==> src/rtl/i2c_slave.sv <==
// I2C target responder: filtered SCL/SDA, START/STOP detection, 7-bit address
// match, byte receive to a parallel port and byte transmit via request/data handshake.
module i2c_slave #(
    parameter int FILTER_LEN = 3
) (
    input  logic       I_CLK,
    input  logic       I_RSTN,
    input  logic       I_EN,
    input  logic [7:0] I_I2CADR,
    input  logic       I_I2CSCL,
    input  logic       I_I2CSDA,
    output logic       O_SDA_OE,
    input  logic       I_RX_ACK_EN,
    input  logic [7:0] I_TXDATA,
    input  logic       I_TX_VALID,
    output logic       O_TX_REQ,
    output logic [7:0] O_RXDATA,
    output logic       O_RX_VALID,
    output logic       O_AAS,
    output logic       O_SRW,
    output logic       O_RXAK,
    output logic       O_BUSY
);

    typedef enum logic [2:0] {
        IDLE, ADDR, ADDR_ACK, RX, RX_ACK, TX, TX_ACK, WAIT_STOP
    } state_t;

    // bit 0 = SCL, bit 1 = SDA
    logic [1:0]      sync1, sync2, filt, filt_d;
    logic [1:0][2:0] cnt;

    always_ff @(posedge I_CLK or negedge I_RSTN) begin
        if (!I_RSTN) begin
            sync1  <= '1;
            sync2  <= '1;
            filt   <= '1;
            filt_d <= '1;
            cnt    <= '0;
        end else begin
            sync1  <= {I_I2CSDA, I_I2CSCL};
            sync2  <= sync1;
            filt_d <= filt;
            for (int i = 0; i < 2; i++) begin
                if (sync2[i] == filt[i]) begin
                    cnt[i] <= '0;
                end else if (cnt[i] == 3'(FILTER_LEN - 1)) begin
                    filt[i] <= sync2[i];
                    cnt[i]  <= '0;
                end else begin
                    cnt[i] <= cnt[i] + 3'd1;
                end
            end
        end
    end

    logic sda_f, scl_rise, scl_fall, start, stop;
    assign sda_f    = filt[1];
    assign scl_rise = filt[0] & ~filt_d[0];
    assign scl_fall = ~filt[0] & filt_d[0];
    // SCL must be stably high across the SDA edge, so a coincident SCL edge never counts
    assign start    = filt[0] & filt_d[0] & ~filt[1] & filt_d[1];
    assign stop     = filt[0] & filt_d[0] & filt[1] & ~filt_d[1];

    state_t     state;
    logic [7:0] shift;
    logic [2:0] bit_cnt;
    logic       ninth;
    logic [7:0] tx_byte;
    logic       adr_match;

    assign tx_byte   = I_TX_VALID ? I_TXDATA : 8'hFF;
    assign adr_match = ((({shift[6:0], 1'b0}) ^ I_I2CADR) & 8'hFE) == 8'h00;

    always_ff @(posedge I_CLK or negedge I_RSTN) begin
        if (!I_RSTN) begin
            state      <= IDLE;
            shift      <= '0;
            bit_cnt    <= '0;
            ninth      <= 1'b0;
            O_SDA_OE   <= 1'b0;
            O_TX_REQ   <= 1'b0;
            O_RXDATA   <= '0;
            O_RX_VALID <= 1'b0;
            O_AAS      <= 1'b0;
            O_SRW      <= 1'b0;
            O_RXAK     <= 1'b0;
            O_BUSY     <= 1'b0;
        end else begin
            O_TX_REQ   <= 1'b0;
            O_RX_VALID <= 1'b0;
            if (start)     O_BUSY <= 1'b1;
            else if (stop) O_BUSY <= 1'b0;

            if (!I_EN) begin
                state    <= IDLE;
                O_SDA_OE <= 1'b0;
                O_AAS    <= 1'b0;
            end else if (start) begin
                state    <= ADDR;
                bit_cnt  <= '0;
                ninth    <= 1'b0;
                O_AAS    <= 1'b0;
                O_SDA_OE <= 1'b0;
            end else if (stop) begin
                state    <= IDLE;
                O_AAS    <= 1'b0;
                O_SDA_OE <= 1'b0;
            end else begin
                case (state)
                    ADDR: if (scl_rise) begin
                        shift <= {shift[6:0], sda_f};
                        if (bit_cnt == 3'd7) begin
                            bit_cnt <= '0;
                            ninth   <= 1'b0;
                            if (adr_match) begin
                                O_SRW <= sda_f;
                                O_AAS <= 1'b1;
                                state <= ADDR_ACK;
                            end else begin
                                state <= WAIT_STOP;
                            end
                        end else begin
                            bit_cnt <= bit_cnt + 3'd1;
                        end
                    end
                    // ninth=0: 8th falling edge opens the ACK slot; ninth=1: 9th closes it
                    ADDR_ACK, RX_ACK: if (scl_fall) begin
                        if (!ninth) begin
                            ninth    <= 1'b1;
                            O_SDA_OE <= (state == ADDR_ACK) ? 1'b1 : I_RX_ACK_EN;
                            if (state == ADDR_ACK && O_SRW) O_TX_REQ <= 1'b1;
                        end else begin
                            ninth   <= 1'b0;
                            bit_cnt <= '0;
                            if (state == ADDR_ACK && O_SRW) begin
                                shift    <= tx_byte;
                                O_SDA_OE <= ~tx_byte[7];
                                state    <= TX;
                            end else begin
                                O_SDA_OE <= 1'b0;
                                state    <= RX;
                            end
                        end
                    end
                    RX: if (scl_rise) begin
                        shift <= {shift[6:0], sda_f};
                        if (bit_cnt == 3'd7) begin
                            O_RXDATA   <= {shift[6:0], sda_f};
                            O_RX_VALID <= 1'b1;
                            bit_cnt    <= '0;
                            ninth      <= 1'b0;
                            state      <= RX_ACK;
                        end else begin
                            bit_cnt <= bit_cnt + 3'd1;
                        end
                    end
                    TX: if (scl_rise) begin
                        if (bit_cnt == 3'd7) ninth <= 1'b1;
                        else                 bit_cnt <= bit_cnt + 3'd1;
                    end else if (scl_fall) begin
                        if (ninth) begin
                            O_SDA_OE <= 1'b0;
                            state    <= TX_ACK;
                        end else begin
                            shift    <= {shift[6:0], 1'b0};
                            O_SDA_OE <= ~shift[6];
                        end
                    end
                    // ninth drops once the master's ACK is seen; the next fall loads the byte
                    TX_ACK: if (scl_rise) begin
                        O_RXAK <= sda_f;
                        if (sda_f) begin
                            state <= WAIT_STOP;
                        end else begin
                            O_TX_REQ <= 1'b1;
                            ninth    <= 1'b0;
                        end
                    end else if (scl_fall && !ninth) begin
                        shift    <= tx_byte;
                        O_SDA_OE <= ~tx_byte[7];
                        bit_cnt  <= '0;
                        state    <= TX;
                    end
                    default: ;
                endcase
            end
        end
    end

endmodule
==> config.mk <==
export PLATFORM = sky130hd
export DESIGN_NAME = i2c_slave
export DESIGN_NICKNAME = d
export VERILOG_FILES = /design/src/rtl/i2c_slave.sv
export SDC_FILE = /design/constraint.sdc
export NUM_CORES = 1
export LEC_CHECK = 0
export CORE_MARGIN = 2
export CORE_UTILIZATION = 53
export CTS_CLUSTER_SIZE = 16
export DETAILED_ROUTE_END_ITERATION = 8
export GPL_TIMING_DRIVEN = 0
export PLACE_DENSITY = 0.77
export SETUP_SLACK_MARGIN = 0.2
export SYNTH_ARGS = -nofsm -noshare
export SYNTH_HDL_FRONTEND = slang
export SYNTH_SLANG_ARGS = --single-unit
export TNS_END_PERCENT = 50
==> constraint.sdc <==
create_clock -name I_CLK -period 3.5 [get_ports I_CLK]
set_clock_uncertainty 0.2 [all_clocks]
set_input_delay 0.35 -clock I_CLK [delete_from_list [all_inputs] [get_ports I_CLK]]
set_output_delay 0.35 -clock I_CLK [all_outputs]
set_load 0.01 [all_outputs]
After elaboration in Yosys (flattened, before gate mapping):

Cells that the tools add are included.

* output and inout port bits: 15
* flip-flop bits (word level): 43
* word-level logic and storage cells: 203

* $add $sub $neg: 3
* muxes and demuxes: 92
* reductions and logical operators: 20
* bitwise operators: 18
* eq/ne operators: 51

Operators by type and width (count)
* $mux 3: 31
* $mux 7: 9
* $ne 5x5->1 const B: 11
* $mux 1: 45
* $pmux 7 s4: 1
* $ne 3x3->1 const B: 9
* $reduce_and 10->1: 2
* $ne 2x2->1 const B: 9
* $ne 4x1->1 const B: 4
* $pmux 3 s5: 1
* $reduce_and 13->1: 1
* $eq 3x2->1 const B: 4
* $eq 3x3->1 const B: 4
* $ne 6x6->1 const B: 2
* $pmux 3 s4: 1
* $reduce_and 12->1: 1
* $reduce_and 6->1: 2
* $not 1->1: 10
* $add 3x1->3 const B: 3
* $logic_not 8->1: 1
* $mux 8: 1
* $ne 8x1->1 const B: 1
* $xor 8x8->8: 1
* $and 1x1->1: 7
* 18 further kinds: 23

Logic depth before layout (Yosys ltp):

* word-level depth: 9
* gate-level depth with buffers: 8
* mapped depth without buffers: 8

Worst setup path after synthesis:

Ideal clock, no wire load.

* path type: register to register
* start point: register filt[1]
* end point: register ninth
* arrival time: 1.738 ns
* path slack: 1.436 ns
* stages on the path, launching flop included: 7
* buffers on the path: 1
* library setup time: 0.126 ns
* cells stage by stage: dfstp_2 buf_2 nor2_1 or3_1 a31oi_2 o22ai_1 a221o_1

* word-level cells in the longest chain between the ends: 5
* elaborated cells between the ends (all ways): 16

Ends and longest elaborated chain
* start: declaration: line 30 `logic [1:0] sync1, sync2, filt, filt_d;`
* start signal: indexed assignment: line 48 `filt[i] <= sync2[i];`
* $not 1->1: line 62 `assign start = filt[0] & filt_d[0] & ~filt[1] & filt_d[1];`
* $and 1x1->1 (2 in a row): line 62
* $ne 3x3->1 (no source line), or another cell as far along
* $reduce_and 10->1 (no source line)
* end signal: assignment: line 80 `ninth <= 1'b0;`
* end signal: assignment: line 102 `ninth <= 1'b0;`
* end signal: assignment: line 115 `ninth <= 1'b0;`
* end: declaration: line 68 `logic ninth;`

Several ways; a longest one is shown, not always the timed one.
A chain may end at the register's enable or synchronous reset.

Final worst setup path:

* start point: register filt[1]
* end point: register shift[3]

* word-level cells in the longest chain between the ends: 5
* elaborated cells between the ends (all ways): 8

Ends and longest elaborated chain
* $not 1->1: line 62
* $and 1x1->1 (2 in a row): line 62
* $not 1->1 (no source line)
* $reduce_and 13->1 (no source line) (*)
* end signal: assignment: line 112 `shift <= {shift[6:0], sda_f};`
* end signal: assignment: line 137 `shift <= tx_byte;`
* end signal: assignment: line 147 `shift <= {shift[6:0], sda_f};`
* end: declaration: line 66 `logic [7:0] shift;`

Mark *: on every way between the ends. The rest lies on a longest branch, timed or not.

==> results_dict.tcl <==
set metrics [dict create \
    status "finished, final reports clean" \
    timing.hold.ws_ns 0.1623 \
    required_ns 3.49 \
    regArea_mm2 0.001086 \
    diodes 0 \
    yosys_warnings 0 \
    core_area_mm2 0.004324 \
    grt_max_degree 30 \
    grt_setup_unrepaired "false" \
    synthFlopType "dfrtp_1" \
    ys_types 53 \
    wl_um 5167 \
    hold_viol 0 \
    avgSynthCellArea_um2 9.967 \
    layout_min_cycle_time_ns 2.408 \
    period_share_pct 68.80 \
    dieArea_mm2 0.005007 \
    track_usage_pct 22.25 \
    worstMarginPinSlew_ns 0.7005 \
    ant_nets 0 \
    critPathLaunchType "flop" \
    grt_pass1_wl_um 8707 \
    drt_iter0_drc 143 \
    crit_type "reg2reg" \
    slew_headroom_pct 52.98 \
    vias 1900 \
    cap_violations 0 \
    place_hpwl_um 3846 \
    die_height_um 70.76 \
    area_growth_pct 22.99 \
    rows 24 \
    io_buffers 36 \
    setup_tns_ns 0 \
    ys_seq_area_share_pct 45.97 \
    power_leakage_nw 1.226 \
    post-route-drc-count 0 \
    cts_setup_buffers 0 \
    cp_max_fo 9 \
    arrival_ns 2.40 \
    finalSetupViolCount 0 \
    min_path_type "reg2reg" \
    ys_ff_latch 43 \
    drtPass1Iterations 4 \
    cts_tree "done" \
    hold_buffers 1 \
    endpoint_kind "flop" \
    drv_slew 0 \
    multiInputGateArea_mm2 0.001219 \
    grt_pass1_vias 1756 \
    ios 38 \
    cts_num_sinks 43 \
    syn-num-nets 262 \
    netlist_area_mm2 0.002362 \
    die_w_um 70.76 \
    synth_edf_count 0 \
    cts_resized 0 \
    nFillCells 353 \
    pwr_density_cell_mw_per_mm2 586.0 \
    final_cells 335 \
    start_util_pct 54.63 \
    grt_overflow 0 \
    ys_top_cells_by_area "dfrtp_1 37%, mux2_2 9.1%, dfstp_2 8.9%, xor2_1 4.1%, nor2b_1 4.0%" \
    gp_congestion 0.9267 \
    ir_drop_uv 303.0 \
    cts_buffers 5 \
    via_per_inst 5.672 \
    final_cell_mix "35 x dfrtp_1, 35 x clkdlybuf4s50_1, 19 x nand2_1, 19 x mux2_2" \
    synthArstFlopShare_pct 100.0 \
    syn-instance-count 237 \
    dp_cells 326 \
    wl_per_cell_um 15.42 \
    clock_path_buffers 2 \
    clk_pin_slew_ns 0.08 \
    antenna_found_initial 0 \
    synth_top_area_share_pct 37.08 \
    clk_latency_ns 0.30 \
    yosys.area.top_type "dfrtp_1" \
    drive_above_1_share_pct 18.37 \
    final_nets 307 \
    fmax_mhz 415.3 \
    htree_levels 2 \
    cts-root-buf "clkbuf_8" \
]
==> worst max-delay path: stages, from the launching register on <==
cell and delay [ns]:
dfstp_2 0.54, buf_2 0.20, xnor2_1 0.08, o21ai_1 0.56
nor2_1 0.13, o211ai_2 0.20, mux2_2 0.39
==> power by group <==
group,internal (mW),switching (mW)
Clock,0.143,0.179
Sequential,0.631,0.131
Combinational,0.291,0.328
Total,1.06,0.637
==> cell type report <==
cell class	count	share of cell area, %
Clock inverter	3	0.8183
Buffer	10	1.593
Tap cell	52	2.239
Timing Repair Buffer	38	13.26
Inverter	3	0.3876
Sequential cell	43	37.38
Multi-Input combinational cell	181	41.95
Clock buffer	5	2.369
==> routing by layer <==
layer	GRT usage, %	vias up	share of wire [%]
met3	4.274	6	4.9
met5	0	-	0
met2	36.14	55	49
li1	-	942	-
met4	7.128	0	1.3
met1	30.32	897	45
==> cell families after synthesis <==
| group | share of synthesized area [%] |
|---|---|
| adder cells (fa/ha/maj) | 1.059 |
| XOR/XNOR | 5.191 |
| AND/OR/NAND/NOR | 20.66 |
| flip-flops | 45.97 |
| AO/OA/AOI/OAI | 15.20 |
| buffers and inverters | 2.436 |
| multiplexers | 9.481 |
==> registers in the layout, summed over array words and instances (netlist names), 2 cells and up <==
name and cells:
O_RXDATA 8, bit_cnt 3, cnt 6, filt 2, filt_d 2, shift 7, state 3, sync1 2
sync2 2
==> path summary, 6_finish.rpt <==
check / start / endpoint / slack [ns] / cells past startpoint
min in group asynchronous: I_RSTN / cnt[4] / 0.29 / 2
setup reg to reg: filt[1] / shift[3] / 1.09 / 6
hold / removal: sync1[1] / sync2[1] / 0.16 / 0
max in group asynchronous: I_RSTN / sync2[1] / 2.27 / 3
setup / recovery: filt[1] / shift[3] / 1.09 / 6
hold reg to reg: sync1[1] / sync2[1] / 0.16 / 0
==> metrics by stage <==
step           area (um^2)  setup slack, ns  utilization [%]  power (mW)
2_1_floorplan         2362            1.436                -       1.207
3_3_place_gp          2788           0.7768            64.47       1.367
3_5_place_dp          2803            1.026            64.81       1.387
4_1_cts               2905            1.070            67.19       1.710
5_1_grt               2905           0.9480            67.19       1.831
6_report              2905            1.092            67.19       1.702
==> Yosys cell counts, drive strengths merged, types with 2 or more instances <==
cell type,count
a21oi,9
o211ai,3
a22o,2
ha,2
and2,3
a31oi,2
inv,3
buf,8
nand3b,2
nor2,18
o22ai,2
mux2,19
and4,2
and2b,2
nor4,2
nand2b,9
o21ai,21
xor2,11
nand3,6
dfrtp,35
clkbuf,2
nor3,8
nor2b,15
nand2,19
a21o,2
nor3b,2
dfstp,8
xnor2,3
No activity file was read; power rests on OpenSTA's default activity.
